==> config.mk <==
export PLATFORM = sky130hd
export DESIGN_NAME = instruction_fetch_unit
export DESIGN_NICKNAME = d
export VERILOG_FILES = /design/src/rtl/instruction_fetch_unit_pkg.sv /design/src/rtl/instruction_fetch_unit_timeout.sv /design/src/rtl/instruction_fetch_unit.sv
export SDC_FILE = /design/constraint.sdc
export NUM_CORES = 1
export LEC_CHECK = 0
export CORE_MARGIN = 3
export CORE_UTILIZATION = 42
export CTS_CLUSTER_SIZE = 8
export DETAILED_ROUTE_END_ITERATION = 7
export GPL_TIMING_DRIVEN = 0
export PLACE_DENSITY = 0.75
export SYNTH_ARGS = -nofsm -noshare
export SYNTH_HDL_FRONTEND = slang
export SYNTH_SLANG_ARGS = --single-unit
==> constraint.sdc <==
create_clock -name clk -period 1.65 [get_ports clk]
set_input_delay 0.33 -clock clk [delete_from_list [all_inputs] [get_ports clk]]
set_output_delay 0.33 -clock clk [all_outputs]
set_load 0.05 [all_outputs]
==> src/rtl/instruction_fetch_unit_pkg.sv <==
// Shared fetch-path constants and FSM encoding used by the fetch unit,
// instruction register and control unit.
package instruction_fetch_unit_pkg;

    localparam int unsigned IFU_ADDR_W   = 16;
    localparam int unsigned IFU_DATA_W   = 16;
    localparam int unsigned IFU_PC_STEP  = 2;
    localparam logic [15:0] IFU_RESET_PC = 16'h0000;

    typedef enum logic [1:0] {
        ST_IDLE  = 2'd0,
        ST_REQ   = 2'd1,
        ST_WRITE = 2'd2
    } fetch_state_t;

endpackage

==> src/rtl/instruction_fetch_unit_timeout.sv <==
// Wait counter for an outstanding memory read; expired flags the last
// permitted waiting cycle so the FSM aborts on the edge the count reaches TIMEOUT.
module fetch_timeout_counter
    import instruction_fetch_unit_pkg::*;
#(
    parameter int unsigned TIMEOUT = 15
) (
    input  logic clk,
    input  logic reset_n,
    input  logic clear,
    input  logic enable,
    output logic expired
);

    localparam int unsigned CNT_W = $clog2(TIMEOUT + 1);

    logic [CNT_W-1:0] count;

    always_ff @(posedge clk) begin
        if (!reset_n) begin
            count <= '0;
        end else if (clear) begin
            count <= '0;
        end else if (enable) begin
            count <= count + CNT_W'(1);
        end
    end

    assign expired = (count == CNT_W'(TIMEOUT - 1));

endmodule

==> src/rtl/instruction_fetch_unit.sv <==
// Instruction fetch unit: owns the PC, performs one req/ready memory read per
// fetch request and strobes the fetched word into the IR for one cycle.
module instruction_fetch_unit
    import instruction_fetch_unit_pkg::*;
#(
    parameter int unsigned         ADDR_W   = IFU_ADDR_W,
    parameter int unsigned         DATA_W   = IFU_DATA_W,
    parameter int unsigned         PC_STEP  = IFU_PC_STEP,
    parameter logic [ADDR_W-1:0]   RESET_PC = ADDR_W'(IFU_RESET_PC),
    parameter int unsigned         TIMEOUT  = 15
) (
    input  logic              clk,
    input  logic              reset_n,
    input  logic              fetch_req,
    input  logic              pc_load,
    input  logic [ADDR_W-1:0] pc_next,
    output logic              mem_rd,
    output logic [ADDR_W-1:0] mem_addr,
    input  logic              mem_ready,
    input  logic [DATA_W-1:0] mem_rdata,
    output logic [DATA_W-1:0] memData,
    output logic              IRWrite,
    output logic              fetch_done,
    output logic              fetch_err,
    output logic              busy,
    output logic [ADDR_W-1:0] pc
);

    fetch_state_t      state, state_next;
    logic              tmo_expired;
    logic              abort;
    logic              finishing;
    logic              pend_valid;
    logic [ADDR_W-1:0] pend_pc;

    fetch_timeout_counter #(
        .TIMEOUT (TIMEOUT)
    ) u_timeout (
        .clk     (clk),
        .reset_n (reset_n),
        .clear   (state != ST_REQ),
        .enable  ((state == ST_REQ) && !mem_ready),
        .expired (tmo_expired)
    );

    assign abort     = (state == ST_REQ) && !mem_ready && tmo_expired;
    assign finishing = (state == ST_WRITE) || abort;

    always_ff @(posedge clk) begin
        if (!reset_n) begin
            state <= ST_IDLE;
        end else begin
            state <= state_next;
        end
    end

    always_comb begin
        state_next = state;
        case (state)
            ST_IDLE:  if (fetch_req) state_next = ST_REQ;
            ST_REQ: begin
                if (mem_ready)        state_next = ST_WRITE;
                else if (tmo_expired) state_next = ST_IDLE;
            end
            ST_WRITE: state_next = ST_IDLE;
            default:  state_next = ST_IDLE;
        endcase
    end

    always_comb begin
        mem_rd     = (state == ST_REQ);
        IRWrite    = (state == ST_WRITE);
        fetch_done = (state == ST_WRITE);
        busy       = (state != ST_IDLE);
    end

    assign mem_addr = pc;

    // Redirects seen while busy are parked and only take effect once the
    // in-flight fetch retires; a redirect on that very edge wins over the parked one.
    always_ff @(posedge clk) begin
        if (!reset_n) begin
            pc         <= RESET_PC;
            pend_valid <= 1'b0;
            pend_pc    <= '0;
            memData    <= '0;
            fetch_err  <= 1'b0;
        end else begin
            fetch_err <= abort;
            if ((state == ST_REQ) && mem_ready) begin
                memData <= mem_rdata;
            end
            if (state == ST_IDLE) begin
                if (pc_load) pc <= pc_next;
            end else if (finishing) begin
                if (pc_load)                pc <= pc_next;
                else if (pend_valid)        pc <= pend_pc;
                else if (state == ST_WRITE) pc <= pc + ADDR_W'(PC_STEP);
                pend_valid <= 1'b0;
            end else if (pc_load) begin
                pend_valid <= 1'b1;
                pend_pc    <= pc_next;
            end
        end
    end

endmodule

**Word level (Yosys, flattened, before mapping)**

Cells that the tools add are included.

- Latch bits: 0
- Memory bits (writable): 0
- Bits of input ports: 37
- Word-level logic and storage cells: 46
- Bits in registers: 56
- Bits in read-only memories: 0
- Output and inout port bits: 53
- Memories kept: 0

- Equality and inequality tests: 8
- Mux-type cells: 12
- Shift-type cells: 0
- Reduce and logical (&&, ||, !) cells: 14
- Bitwise gates (word level): 3
- Add/subtract/negate cells: 2
- $lt $le $gt $ge: 0
- $mul: 0
- Divide/modulo/power cells: 0

Operator list:

| operator | number |
|---|---|
| $mux W16 | 6 |
| $add A16 B2 Y16 const B | 1 |
| $mux W2 | 3 |
| $reduce_and A3 Y1 | 2 |
| $reduce_bool A2 Y1 | 3 |
| $add A4 B1 Y4 const B | 1 |
| $eq A4 B4 Y1 const B | 1 |
| $ne A2 B2 Y1 const B | 2 |
| $ne A4 B3 Y1 const B | 1 |
| $pmux W2 S2 | 1 |
| $reduce_and A2 Y1 | 2 |
| $logic_and A1 B1 Y1 | 3 |
| $ne A3 B1 Y1 const B | 1 |
| $not A1 Y1 | 3 |
| $eq A2 B1 Y1 const B | 1 |
| $eq A2 B2 Y1 const B | 1 |
| $logic_not A2 Y1 | 1 |
| $mux W1 | 2 |
| $ne A2 B1 Y1 const B | 1 |
| $reduce_or A2 Y1 | 1 |
| $logic_not A1 Y1 | 1 |
| $logic_or A1 B1 Y1 | 1 |

**Longest topological paths before layout**

- Depth after elaboration: 6
- Gate-level depth with buffers: 8

**Cells and area by module**

A second synthesis with hierarchy kept.

- Cell total of the unflattened synthesis: 371
- Area total of the unflattened synthesis: 2870.3 µm²

Modules (own cells, without submodules):

| module | area each (µm²) | cells each | seq. area each (µm²) | instances |
|---|---|---|---|---|
| instruction_fetch_unit | 2670.1 | 351 | 1041.0 | 1 |
| fetch_timeout_counter | 200.2 | 20 | 80.1 | 1 |

**Worst setup path after synthesis**

Ideal clock, no wire load.

- Path type: register to output
- Start: register state[1]
- End: output fetch_done
- Buffers on the path: 1
- Setup slack: -0.246 ns
- Cell stages (with the launch flop): 4
- Arrival: 1.566 ns
- Data required time: 1.320 ns
- Path through: dfxtp_1 > inv_1 > nor2_1 > buf_4

- Cells in the longest elaborated chain, start to end: 1

RTL lines:

| item | line | RTL |
|---|---|---|
| start: declaration | instruction_fetch_unit.sv:29 | `fetch_state_t state, state_next;` |
| start signal: assignment | instruction_fetch_unit.sv:53 | `state <= state_next;` |
| $eq A2 B2 Y1 | -- |  |
| end: declaration | instruction_fetch_unit.sv:23 | `output logic fetch_done,` |

Every way passes these cells.

**Worst setup path in the final report**

- Start: register u_timeout.count[0]
- End: register pc[15] (netlist: mem_addr[15])

- Cells in the longest elaborated chain, start to end: 5
- Elaborated cells on any way between the ends: 6

RTL lines:

| item | line | RTL |
|---|---|---|
| start: declaration | instruction_fetch_unit_timeout.sv:17 | `logic [CNT_W-1:0] count;` |
| start signal: assignment | instruction_fetch_unit_timeout.sv:25 | `count <= count + CNT_W'(1);` |
| $eq A4 B4 Y1 * | instruction_fetch_unit_timeout.sv:29 | `assign expired = (count == CNT_W'(TIMEOUT - 1));` |
| $logic_and A1 B1 Y1 * | instruction_fetch_unit.sv:46 | `assign abort = (state == ST_REQ) && !mem_ready && tmo_expired;` |
| $logic_or A1 B1 Y1 * | instruction_fetch_unit.sv:47 | `assign finishing = (state == ST_WRITE) \|\| abort;` |
| $ne A4 B3 Y1 (no source line) or $reduce_bool A2 Y1 (tied branches) | -- |  |
| $reduce_and A3 Y1 (no source line) * | -- |  |
| end signal: assignment | instruction_fetch_unit.sv:94 | `if (pc_load) pc <= pc_next;` |
| end signal: assignment | instruction_fetch_unit.sv:96 | `if (pc_load) pc <= pc_next;` |
| end signal: assignment | instruction_fetch_unit.sv:97 | `else if (pend_valid) pc <= pend_pc;` |
| end: declaration | instruction_fetch_unit.sv:26 | `output logic [ADDR_W-1:0] pc` |

Mark *: on every way between the ends. The rest lies on a longest branch, timed or not.
A chain may end at the register's enable or synchronous reset.

==> results_dict.tcl <==
set metrics [dict create \
    avgSynthCellArea_um2 8.30 \
    dpl_cell_area_mm2 0.00389 \
    hold_class "input port to flop" \
    multi_input_area_mm2 0.00154 \
    violations "negative setup slack" \
    num_antenna_cells 0 \
    cts_buffers 5 \
    cts_tree "built" \
    clk_latency_ps 310 \
    worstPathRequired_ps 1910 \
    yosys-top-cells-count "59 x nand2_1, 56 x dfxtp_1, 37 x nor2_1" \
    worstSetupPathType "flop to flop" \
    num_rows 29 \
    nets 492 \
    wire_per_inst_um 15.2 \
    cts_buffer_depth 2 \
    ys_async_sr_fraction 0 \
    relSlewSlack 0.625 \
    drive_gt1_frac 0.243 \
    clkTransAtPathRegs_ps 100 \
    whs_ps 289 \
    dr.pass1.iters 4 \
    period_share 1.03 \
    synth-edff-count 0 \
    hold_violations 0 \
    drtIter0Drc 115 \
    worstPathCellList "inv_2 -> ha_4 -> nand4b_4 -> o32ai_4 -> buf_4 -> buf_6 -> o21a_1 -> o221a_2" \
    yosysWarnings 0 \
    setup_viol 3 \
    drv_slew 0 \
    fp.dieH_um 89.2 \
    synthFlopType "dfxtp_1" \
    synth_top_area_frac 0.386 \
    critPathArrivalTime_ps 1960 \
    place_hpwl_mm 5.68 \
    power_density_mw_per_mm2 832 \
    grt_pass1_vias 2674 \
    die_area_mm2 0.00795 \
    numClockSinks 56 \
    ys_types 49 \
    syn_nets 390 \
    post-route-util 0.630 \
    drc_errors 0 \
    worst_setup_path_start_kind "flop" \
    core-area_mm2 0.00653 \
    worst_pin_slew_ps 562 \
    hold_buffers 0 \
    peakVddDrop_mv 0.397 \
    ioPinCount 90 \
    drt-total-wl_mm 8.07 \
    crit_family "compound AO/OA/AOI/OAI gates" \
    maxCapViolCount 0 \
    grt_max_degree 18 \
    critPathCaptureType "flop" \
    grt_usage 0.204 \
    synth_top_area_cell "dfxtp_1" \
    leakagePower_nw 1.81 \
    slowest_stage "o32ai_4" \
    ant_nets 0 \
    initial_core_util 0.445 \
    crit_buf_inv 3 \
    syn_to_final_growth_pct 41.6 \
    htree_levels 2 \
    num_vias 2847 \
    rsz0062_at_grt "yes" \
    antenna_found_initial 0 \
    synth_most_common_cell "nand2_1" \
    synthCells 350 \
    status "finished, violations left" \
    ys_seq_area_frac 0.386 \
    cts_root_buf "clkbuf_8" \
    overflow 0 \
    place.gp.congestion 0.938 \
    design_area_mm2 0.00412 \
    finalCriticalPeriod_ps 1690 \
    place_worst_setup_slack_ps -366 \
    fin_skew_ps 5.44 \
    portBuffers 87 \
    vias_per_cell 5.37 \
    syn_area_mm2 0.00291 \
    fmax_ghz 0.590 \
    slowest_delay_ps 380 \
    regArea_mm2 0.00114 \
    die_x_um 89.2 \
    fin_ws_ps -44.8 \
    nFillCells 589 \
    ys_seq_elements 56 \
    grt_pass1_wl_mm 12.7 \
    synth.area.top_cells "dfxtp_1 39%, nand2_1 7.6%, mux2i_1 6.5%, buf_4 5.2%, nor2_1 4.8%" \
    crit_fanout 5 \
]
## worst reg2reg max path, cell delays in order, from the launching register on
cell	delay, ps
dfxtp_2	340
inv_2	60
ha_4	150
nand4b_4	140
o32ai_4	390
buf_4	180
buf_6	110
o21a_1	120
o221a_2	160
## report_power, final
group / internal, mW / switching [mW] / leakage [nW]
Clock: 0.497 / 0.469 / 0.0614
Sequential: 1.42 / 0.0818 / 0.463
Combinational: 0.366 / 0.584 / 1.29
## layout make-up
| cell class | count | share of cell area |
|---|---|---|
| multi-input combinational | 245 | 0.375 |
| sequential | 56 | 0.278 |
| timing repair buffer | 96 | 0.220 |
| buffer | 39 | 0.0663 |
| tap | 77 | 0.0234 |
| clock buffer | 6 | 0.0201 |
| clock inverter | 2 | 0.00943 |
| inverter | 9 | 0.00912 |
## cell usage in the layout (no fill, tap or decap), types with 14 or more instances in the layout
| cell type | n |
|---|---|
| mux2i_1 | 19 |
| dfxtp_2 | 14 |
| buf_4 | 29 |
| clkdlybuf4s50_1 | 34 |
| nand2_1 | 58 |
| dlygate4sd2_1 | 25 |
| a21oi_1 | 16 |
| nor2_1 | 36 |
| o21ai_0 | 18 |
| dfxtp_1 | 41 |
| clkdlybuf4s15_2 | 15 |
## kinds of logic after synthesis
family,count (synthesis),share of synthesized area
XOR/XNOR,13,0.0392
AND/OR/NAND/NOR,133,0.215
AO/OA/AOI/OAI,76,0.178
adder cells (fa/ha/maj),3,0.0129
buffers and inverters,49,0.100
multiplexers,20,0.0693
flip-flops,56,0.386
## registers in the layout (all words and copies together) (netlist names)
signal           cells
fetch_err            1
pend_pc             16
pend_valid           1
mem_addr            16
memData             16
state                2
u_timeout.count      4
## path summary, 6_finish.rpt
path,start,end,slack [ps],cells past startpoint
setup / recovery,u_timeout.count[0],mem_addr[15],-40,8
setup reg to reg,u_timeout.count[0],mem_addr[15],-40,8
hold / removal,mem_ready,u_timeout.count[1],290,3
hold reg to reg,memData[7],memData[7],460,2
## what timing repair did
action                                  CTS  global route
pin swaps                                 0             2
endpoints found under the setup margin   79            29
resized for setup                       117            28
cloned                                    1             0
setup buffers                             3             5
## through the flow
| stage | setup TNS [ps] | cells | power (mW) |
|---|---|---|---|
| after floorplan | 0 | 350 | 2.15 |
| after global placement | -3440 | 514 | 2.48 |
| after detailed placement | -4840 | 514 | 2.49 |
| after CTS | -19.2 | 525 | 3.41 |
| after global routing | -465 | 530 | 3.55 |
| final | -70.1 | 530 | 3.42 |
## per-layer routing
| metal | wire length (um) | global-route usage |
|---|---|---|
| met3 | 497 | 0.0387 |
| met1 | 3630 | 0.267 |
| met4 | 110 | 0.0379 |
| met5 | 0 | 0 |
| met2 | 3840 | 0.352 |
No activity file was read; power rests on OpenSTA's default activity.
